<file path="src/rtl/trap_monitor_if.sv">
// Commit and report bus of the trap monitor.
// The core side (master) drives commits and the halt acknowledge; the
// monitor (slave) drives the trap status, the halt report and the counters.
interface trap_monitor_if #(
    parameter int NCH  = 2,
    parameter int XLEN = 64
);
    logic [NCH-1:0]      cmt_valid;
    logic [32*NCH-1:0]   cmt_inst;
    logic [XLEN*NCH-1:0] cmt_pc;
    logic [XLEN-1:0]     a0;
    logic                halt_ack;

    logic                trapped;
    logic                halt_valid;
    logic [1:0]          halt_code;
    logic [XLEN-1:0]     halt_pc;
    logic [63:0]         inst_cnt;
    logic [63:0]         cycle_cnt;
    logic                done;

    modport master (
        output cmt_valid, cmt_inst, cmt_pc, a0, halt_ack,
        input  trapped, halt_valid, halt_code, halt_pc, inst_cnt, cycle_cnt, done
    );

    modport slave (
        input  cmt_valid, cmt_inst, cmt_pc, a0, halt_ack,
        output trapped, halt_valid, halt_code, halt_pc, inst_cnt, cycle_cnt, done
    );
endinterface

</file>
<file path="src/rtl/trap_monitor.sv">
// Simulation trap monitor: watches the commit channels for an ebreak (or a
// long commit-free stretch), latches a halt report, waits a drain period,
// presents the report until acknowledged and then freezes.
module trap_monitor #(
    parameter int NCH       = 2,
    parameter int XLEN      = 64,
    parameter int DRAIN_CYC = 4,
    parameter int TIMEOUT   = 4096
) (
    input  logic           clk,
    input  logic           rst_n,
    trap_monitor_if.slave  bus
);

    localparam logic [31:0] EBREAK = 32'h00100073;

    // Idle counter must be able to hold TIMEOUT itself.
    localparam int IW = (TIMEOUT > 1) ? $clog2(TIMEOUT + 1) : 1;
    localparam logic [IW-1:0] IDLE_LAST = IW'((TIMEOUT > 0) ? TIMEOUT - 1 : 0);
    localparam logic [IW-1:0] IDLE_MAX  = '1;
    localparam logic [7:0] DRAIN_LAST   = 8'((DRAIN_CYC > 0) ? DRAIN_CYC - 1 : 0);

    typedef enum logic [1:0] {
        RUN    = 2'd0,
        DRAIN  = 2'd1,
        REPORT = 2'd2,
        DONE   = 2'd3
    } state_t;

    state_t          state;
    state_t          state_next;
    logic            trapped_q;
    logic [1:0]      code_q;
    logic [XLEN-1:0] pc_q;
    logic [63:0]     inst_q;
    logic [63:0]     cycle_q;
    logic [IW-1:0]   idle_q;
    logic [7:0]      drain_q;

    logic            trap_hit;
    logic [XLEN-1:0] trap_pc;
    logic [3:0]      add_cnt;
    logic            any_valid;
    logic            timeout_hit;
    logic            run_active;
    logic            detect;
    logic [64:0]     inst_sum;

    // Scan channels oldest-first: count valid commits up to and including
    // the first ebreak and capture that ebreak's pc.
    always_comb begin
        trap_hit = 1'b0;
        trap_pc  = '0;
        add_cnt  = '0;
        for (int i = 0; i < NCH; i++) begin
            if (!trap_hit && bus.cmt_valid[i]) begin
                add_cnt = add_cnt + 4'd1;
                if (bus.cmt_inst[32*i +: 32] == EBREAK) begin
                    trap_hit = 1'b1;
                    trap_pc  = bus.cmt_pc[XLEN*i +: XLEN];
                end
            end
        end
    end

    // RUN with trapped set is the single settle cycle between detection and
    // DRAIN/REPORT; commits are already ignored there.
    assign any_valid   = |bus.cmt_valid;
    assign run_active  = (state == RUN) && !trapped_q;
    assign timeout_hit = (TIMEOUT != 0) && !any_valid && (idle_q == IDLE_LAST);
    assign detect      = run_active && (trap_hit || timeout_hit);
    assign inst_sum    = {1'b0, inst_q} + {61'd0, add_cnt};

    // State register.
    always_ff @(posedge clk or negedge rst_n) begin
        if (!rst_n) begin
            state <= RUN;
        end else begin
            state <= state_next;
        end
    end

    // Next-state logic; DONE is only left through reset.
    always_comb begin
        state_next = state;
        case (state)
            RUN: begin
                if (trapped_q) begin
                    state_next = (DRAIN_CYC == 0) ? REPORT : DRAIN;
                end
            end
            DRAIN: begin
                if (drain_q == DRAIN_LAST) begin
                    state_next = REPORT;
                end
            end
            REPORT: begin
                if (bus.halt_ack) begin
                    state_next = DONE;
                end
            end
            DONE: begin
                state_next = DONE;
            end
            default: begin
                state_next = RUN;
            end
        endcase
    end

    // Drain counter runs 0..DRAIN_CYC-1 while in DRAIN.
    always_ff @(posedge clk or negedge rst_n) begin
        if (!rst_n) begin
            drain_q <= '0;
        end else if (state == DRAIN) begin
            drain_q <= drain_q + 8'd1;
        end else begin
            drain_q <= '0;
        end
    end

    // Latch the halt report once; an ebreak wins over a same-cycle timeout.
    always_ff @(posedge clk or negedge rst_n) begin
        if (!rst_n) begin
            trapped_q <= 1'b0;
            code_q    <= 2'd0;
            pc_q      <= '0;
        end else if (detect) begin
            trapped_q <= 1'b1;
            if (trap_hit) begin
                code_q <= (bus.a0 == '0) ? 2'd0 : 2'd1;
                pc_q   <= trap_pc;
            end else begin
                code_q <= 2'd2;
                pc_q   <= '0;
            end
        end
    end

    // Saturating committed-instruction counter, active only while running.
    always_ff @(posedge clk or negedge rst_n) begin
        if (!rst_n) begin
            inst_q <= '0;
        end else if (run_active) begin
            inst_q <= inst_sum[64] ? '1 : inst_sum[63:0];
        end
    end

    // Cycle counter and idle counter stop only once the report is acknowledged.
    always_ff @(posedge clk or negedge rst_n) begin
        if (!rst_n) begin
            cycle_q <= '0;
            idle_q  <= '0;
        end else if (state != DONE) begin
            cycle_q <= cycle_q + 64'd1;
            if (any_valid) begin
                idle_q <= '0;
            end else if (idle_q != IDLE_MAX) begin
                idle_q <= idle_q + 1'b1;
            end
        end
    end

    assign bus.trapped    = trapped_q;
    assign bus.halt_valid = (state == REPORT);
    assign bus.done       = (state == DONE);
    assign bus.halt_code  = code_q;
    assign bus.halt_pc    = pc_q;
    assign bus.inst_cnt   = inst_q;
    assign bus.cycle_cnt  = cycle_q;

endmodule
</file>
<file path="src/flat_wrapper.sv">
// flat-port wrapper written by rule: the top's interface ports become plain ports
module trap_monitor_flat 
#(
    parameter int NCH       = 2,
    parameter int XLEN      = 64,
    parameter int DRAIN_CYC = 4,
    parameter int TIMEOUT   = 4096
)
  (clk, rst_n, bus_cmt_valid, bus_cmt_inst, bus_cmt_pc, bus_a0, bus_halt_ack, bus_trapped, bus_halt_valid, bus_halt_code, bus_halt_pc, bus_inst_cnt, bus_cycle_cnt, bus_done);
  trap_monitor_if #(.NCH(NCH), .XLEN(XLEN)) bus_i ();
  input  logic clk;
  input  logic rst_n;
  input wire logic [$bits(bus_i.cmt_valid)-1:0] bus_cmt_valid;
  input wire logic [$bits(bus_i.cmt_inst)-1:0] bus_cmt_inst;
  input wire logic [$bits(bus_i.cmt_pc)-1:0] bus_cmt_pc;
  input wire logic [$bits(bus_i.a0)-1:0] bus_a0;
  input wire logic [$bits(bus_i.halt_ack)-1:0] bus_halt_ack;
  output wire logic [$bits(bus_i.trapped)-1:0] bus_trapped;
  output wire logic [$bits(bus_i.halt_valid)-1:0] bus_halt_valid;
  output wire logic [$bits(bus_i.halt_code)-1:0] bus_halt_code;
  output wire logic [$bits(bus_i.halt_pc)-1:0] bus_halt_pc;
  output wire logic [$bits(bus_i.inst_cnt)-1:0] bus_inst_cnt;
  output wire logic [$bits(bus_i.cycle_cnt)-1:0] bus_cycle_cnt;
  output wire logic [$bits(bus_i.done)-1:0] bus_done;
  assign bus_i.cmt_valid = bus_cmt_valid;
  assign bus_i.cmt_inst = bus_cmt_inst;
  assign bus_i.cmt_pc = bus_cmt_pc;
  assign bus_i.a0 = bus_a0;
  assign bus_i.halt_ack = bus_halt_ack;
  assign bus_trapped = bus_i.trapped;
  assign bus_halt_valid = bus_i.halt_valid;
  assign bus_halt_code = bus_i.halt_code;
  assign bus_halt_pc = bus_i.halt_pc;
  assign bus_inst_cnt = bus_i.inst_cnt;
  assign bus_cycle_cnt = bus_i.cycle_cnt;
  assign bus_done = bus_i.done;
  trap_monitor #(.NCH(NCH), .XLEN(XLEN), .DRAIN_CYC(DRAIN_CYC), .TIMEOUT(TIMEOUT)) u_core (.clk(clk), .rst_n(rst_n), .bus(bus_i));
endmodule
</file>
<file path="config.mk">
export PLATFORM = sky130hd
export DESIGN_NAME = trap_monitor_flat
export DESIGN_NICKNAME = d
export VERILOG_FILES = /design/src/rtl/trap_monitor_if.sv /design/src/rtl/trap_monitor.sv /design/src/flat_wrapper.sv
export SDC_FILE = /design/constraint.sdc
export NUM_CORES = 1
export LEC_CHECK = 0
export ABC_AREA = 1
export CORE_ASPECT_RATIO = 1.75
export CORE_MARGIN = 10
export CORE_UTILIZATION = 38
export CTS_BUF_LIST = sky130_fd_sc_hd__clkbuf_4
export CTS_CLUSTER_DIAMETER = 40
export DETAILED_ROUTE_END_ITERATION = 8
export PLACE_DENSITY = 0.66
export SLEW_MARGIN = 10
export SYNTH_ARGS = -nofsm -noshare
export SYNTH_HDL_FRONTEND = slang
export SYNTH_SLANG_ARGS = --single-unit
</file>
<file path="constraint.sdc">
create_clock -name clk -period 2.45 [get_ports clk]
set_input_delay 0.245 -clock clk [delete_from_list [all_inputs] [get_ports clk]]
set_output_delay 0.245 -clock clk [all_outputs]
set_load 0.05 [all_outputs]
</file>
==> reports/qor.yml <==
placement:
  place_hpwl_um: 49800
  postPlaceCellArea_um2: 19300
  numPortBuffers: 457
  place_congestion: 0.997
clock_network:
  inserted_clock_buffers: 54
  cts_buffer_depth: 3
  clock_latency_ps: 740
  clk_root_buffer_cell: "sky130_fd_sc_hd__clkbuf_4"
  clock-sinks: 218
  clk_pin_slew_worst_paths_ps: 80
  tritoncts: "built"
  cts-htree-levels: 2
power:
  power.sequential.fraction_pct: 49.7
  internal-power_uw: 5410
  fraction_of_power_consumed_by_the_clock_network_pct: 40.5
  power.static_leakage_uw: 0.00983
  vdd.ir_drop.worst_uv: 238
  switching_share_of_total_power_pct: 25.9
  power.density_nw_per_um2: 356
  share_comb_of_total_power_pct: 9.9
  p_switching_uw: 1890
synth:
  netlist_area_um2: 13600
  synth-warning-count: 0
  synth_area_leader_cell: "sky130_fd_sc_hd__dfrtp_1"
  postSynth.asyncResetShare_pct: 100
  area_share_of_the_largest_cell_type_after_synthesis_pct: 40.1
  synth_seq_cells: 218
  synth_enable_flop_cells: 0
  synth_fp_nets: 2203
  post_synth_num_cell_types: 43
  ys_dominant_reg_cell: "sky130_fd_sc_hd__dfrtp_1"
  syn-instance-count: 1935
  syn_avg_cell_area_um2: 7.04
  seq_area_frac_synth_pct: 40.1
  netlist_top_cells_area: "sky130_fd_sc_hd__dfrtp_1, sky130_fd_sc_hd__nand2_1, sky130_fd_sc_hd__nand3_1"
grt:
  grtUsageTotal_pct: 27.5
  grt_start_max_net_pins: 76
  grt_pass1_wl_um: 93900
  grt_pass1_vias: 16100
  grt_antenna_before_repair: 4
  grt-ovfl-total: 0
sta:
  setup_violations: 13
  timing_worst_slew_pin_value_ps: 720
  skew_ps: 39.3
  clock.fmax_mhz: 405
  period_needed_ps: 2470
  rsz0062_at_grt: "true"
  holdWs_ps: 23.2
  final.period_utilization_pct: 101
  drv_slew: 0
  final.setup.worst_slack_ps: -20.1
  timing_hold_violations_final: 0
  maxSlewHeadroom_pct: 52.0
floorplanning:
  dieHeight_um: 270
  start_util_pct: 38.6
  die_area_um2: 44100
  floorplan.io_pins: 458
  fp-row-count: 91
  core_um2: 35300
  die_width_um: 163
finish:
  final_cell_mix: "sky130_fd_sc_hd__nand2_1, sky130_fd_sc_hd__clkdlybuf4s50_1, sky130_fd_sc_hd__nand3_1"
  final_layout_size_suffix_gt1_share_pct: 14.6
  final_common_cell: "sky130_fd_sc_hd__nand2_1"
  area_delta_synth_final_pct: 50.6
  nNetsFinal: 2764
  final_area_um2: 20500
critical_path:
  path_class: "in2reg"
  setup.worst_path.start_class: "input port"
  worstSetupEndpointType: "register"
  critical_path.reg2reg.startpoint: "u_core.bus.cycle_cnt[1]"
  worstPathBufferInverterCount: 5
  cp_data_required_time_ps: 3100
  endpoint_of_the_worst_register_to_register_path: "u_core.bus.cycle_cnt[54]"
  path_cells: "clkdlybuf4s15_1 > nor2_2 > nand2_2 > nor2_4 > nand3_4 > nor2_4 > a21boi_2 > ha_1 > ha_2 > inv_2 > fa_2 > nor2_4 > nand2_4 > nor2_8 > nand3_4 > nor2_4 > nand4_4 > buf_12 > buf_8 > buf_12 > nand3_2"
  setup.reg_to_reg.worst_slack_ps: 70
  critPathMaxFanout: 6
  arrival_ps: 3120
  critical-path-max-stage-delay_ps: 360
  reg2reg_depth: 10
  critical_path.most_common_cell: "sky130_fd_sc_hd__nor2_4"
  cpMaxStageDelayCell: "sky130_fd_sc_hd__fa_2"
  category_of_cells_accounting_for_the_largest_share_of_critical_path_delay: "simple AND/OR/NAND/NOR gates"
route:
  route.detailed.wl_per_inst_um: 20.9
  drt_wl_total_um: 62700
  vias: 15800
  drc_errors: 0
  detailedRoute.firstIterationViolations: 1037
  ant_nets: 0
  drtPass1Iterations: 6
  vias_per_cell: 5.25
run:
  max_capacitance_violation_count: 0
hold_path:
  min-delay-path-class: "in2async"
status:
  status: "finished with violations"
  failed_checks: "setup timing"
## layout make-up
class	instances	area (um2)
diodes	3	7.51
repair buffers	564	5600
clock inverters	23	100
clock buffers	71	533
multi-input cells	1473	7530
flip-flops and latches	218	5460
fillers	3344	14800
well taps	465	582
inverters	185	697
## through the flow
step	setup WS [ps]	setup TNS, ps	utilization (%)	power (uW)	instances
2_1_floorplan	-489	-26280	-	3810	1935
3_3_place_gp	-1050	-76890	54.6	4390	2869
3_5_place_dp	-1100	-80160	54.6	4400	2869
4_1_cts	-112	-995	57.9	7390	2996
5_1_grt	-109	-2240	58.1	7620	3002
6_report	-20.1	-147	58.1	7300	3002
## layer usage
| layer | wire, um | part of all wire, % | up-vias | GRT usage [%] |
|---|---|---|---|---|
| li1 | - | - | 7420 | - |
| met1 | 20500 | 33 | 7413 | 26.1 |
| met2 | 33400 | 53 | 736 | 51.0 |
| met3 | 4240 | 6.8 | 203 | 6.27 |
| met4 | 4540 | 7.2 | 0 | 17.8 |
| met5 | 0 | 0 | - | 0 |
## power groups by stage
| stage | sequential [uW] | clock (uW) | combinational (uW) |
|---|---|---|---|
| after floorplan | 3730 | 0 | 79.4 |
| after global placement | 3690 | 0 | 699 |
| after detailed placement | 3690 | 0 | 706 |
| after CTS | 3620 | 3050 | 718 |
| after global routing | 3630 | 3220 | 771 |
| final | 3630 | 2950 | 719 |
## registers in the layout (all words and copies together) (netlist names)
name                  cells
u_core.bus.trapped        1
u_core.bus.inst_cnt      64
u_core.bus.cycle_cnt     64
u_core.drain_q            8
u_core.idle_q            13
u_core.state              2
u_core.bus.halt_pc       64
u_core.bus.halt_code      2
## kinds of logic after synthesis
family | share of synthesized area (%)
AOI/OAI and AO/OA | 2.02
xor gates and xnor gates | 4.05
adders and majority gates | 0.699
buffers and inverters | 7.57
DFF | 40.1
and+or+nand+nor | 45.6
## worst max-delay path by stage
stage                           from                      end  slack, ps  cells past startpoint
floorplan            bus_cmt_inst[3]  u_core.bus.inst_cnt[30]       -490                     19
global placement     bus_cmt_inst[3]  u_core.bus.inst_cnt[30]      -1050                     18
detailed placement   bus_cmt_inst[3]  u_core.bus.inst_cnt[24]      -1100                     18
CTS                  bus_cmt_inst[2]  u_core.bus.inst_cnt[51]       -110                     20
global route        bus_cmt_inst[17]  u_core.bus.inst_cnt[24]       -110                     21
finish              bus_cmt_inst[17]  u_core.bus.inst_cnt[30]        -20                     21
## cell usage after synthesis, types with 17 or more instances
cell,count
sky130_fd_sc_hd__nand3_1,329
sky130_fd_sc_hd__nand2_1,576
sky130_fd_sc_hd__xor2_1,31
sky130_fd_sc_hd__inv_1,171
sky130_fd_sc_hd__nand3b_1,24
sky130_fd_sc_hd__nor2_2,22
sky130_fd_sc_hd__clkbuf_1,17
sky130_fd_sc_hd__nor3_1,38
sky130_fd_sc_hd__buf_2,26
sky130_fd_sc_hd__dfrtp_1,218
sky130_fd_sc_hd__nand3_2,17
sky130_fd_sc_hd__nand4_1,56
sky130_fd_sc_hd__xnor2_1,32
sky130_fd_sc_hd__nor2_1,237
sky130_fd_sc_hd__o21ai_0,31
## what timing repair did
item | 4_1_cts | 5_1_grt
pin swaps | 28 | 34
gates cloned | 6 | 0
resized for setup | 96 | 53
endpoints found under the hold margin | 218 | 0
setup buffers | 26 | 7
hold buffers | 2 | 0
endpoints found under the setup margin | 67 | 66
## worst reg2reg max path: cells and delay by family (launching register included)
family / cells / cell delay [ps]
fa+ha+maj: 1 / 200
simple gates: 9 / 1630
flops: 1 / 430
Note: power is estimated with default switching activity, not from simulation.
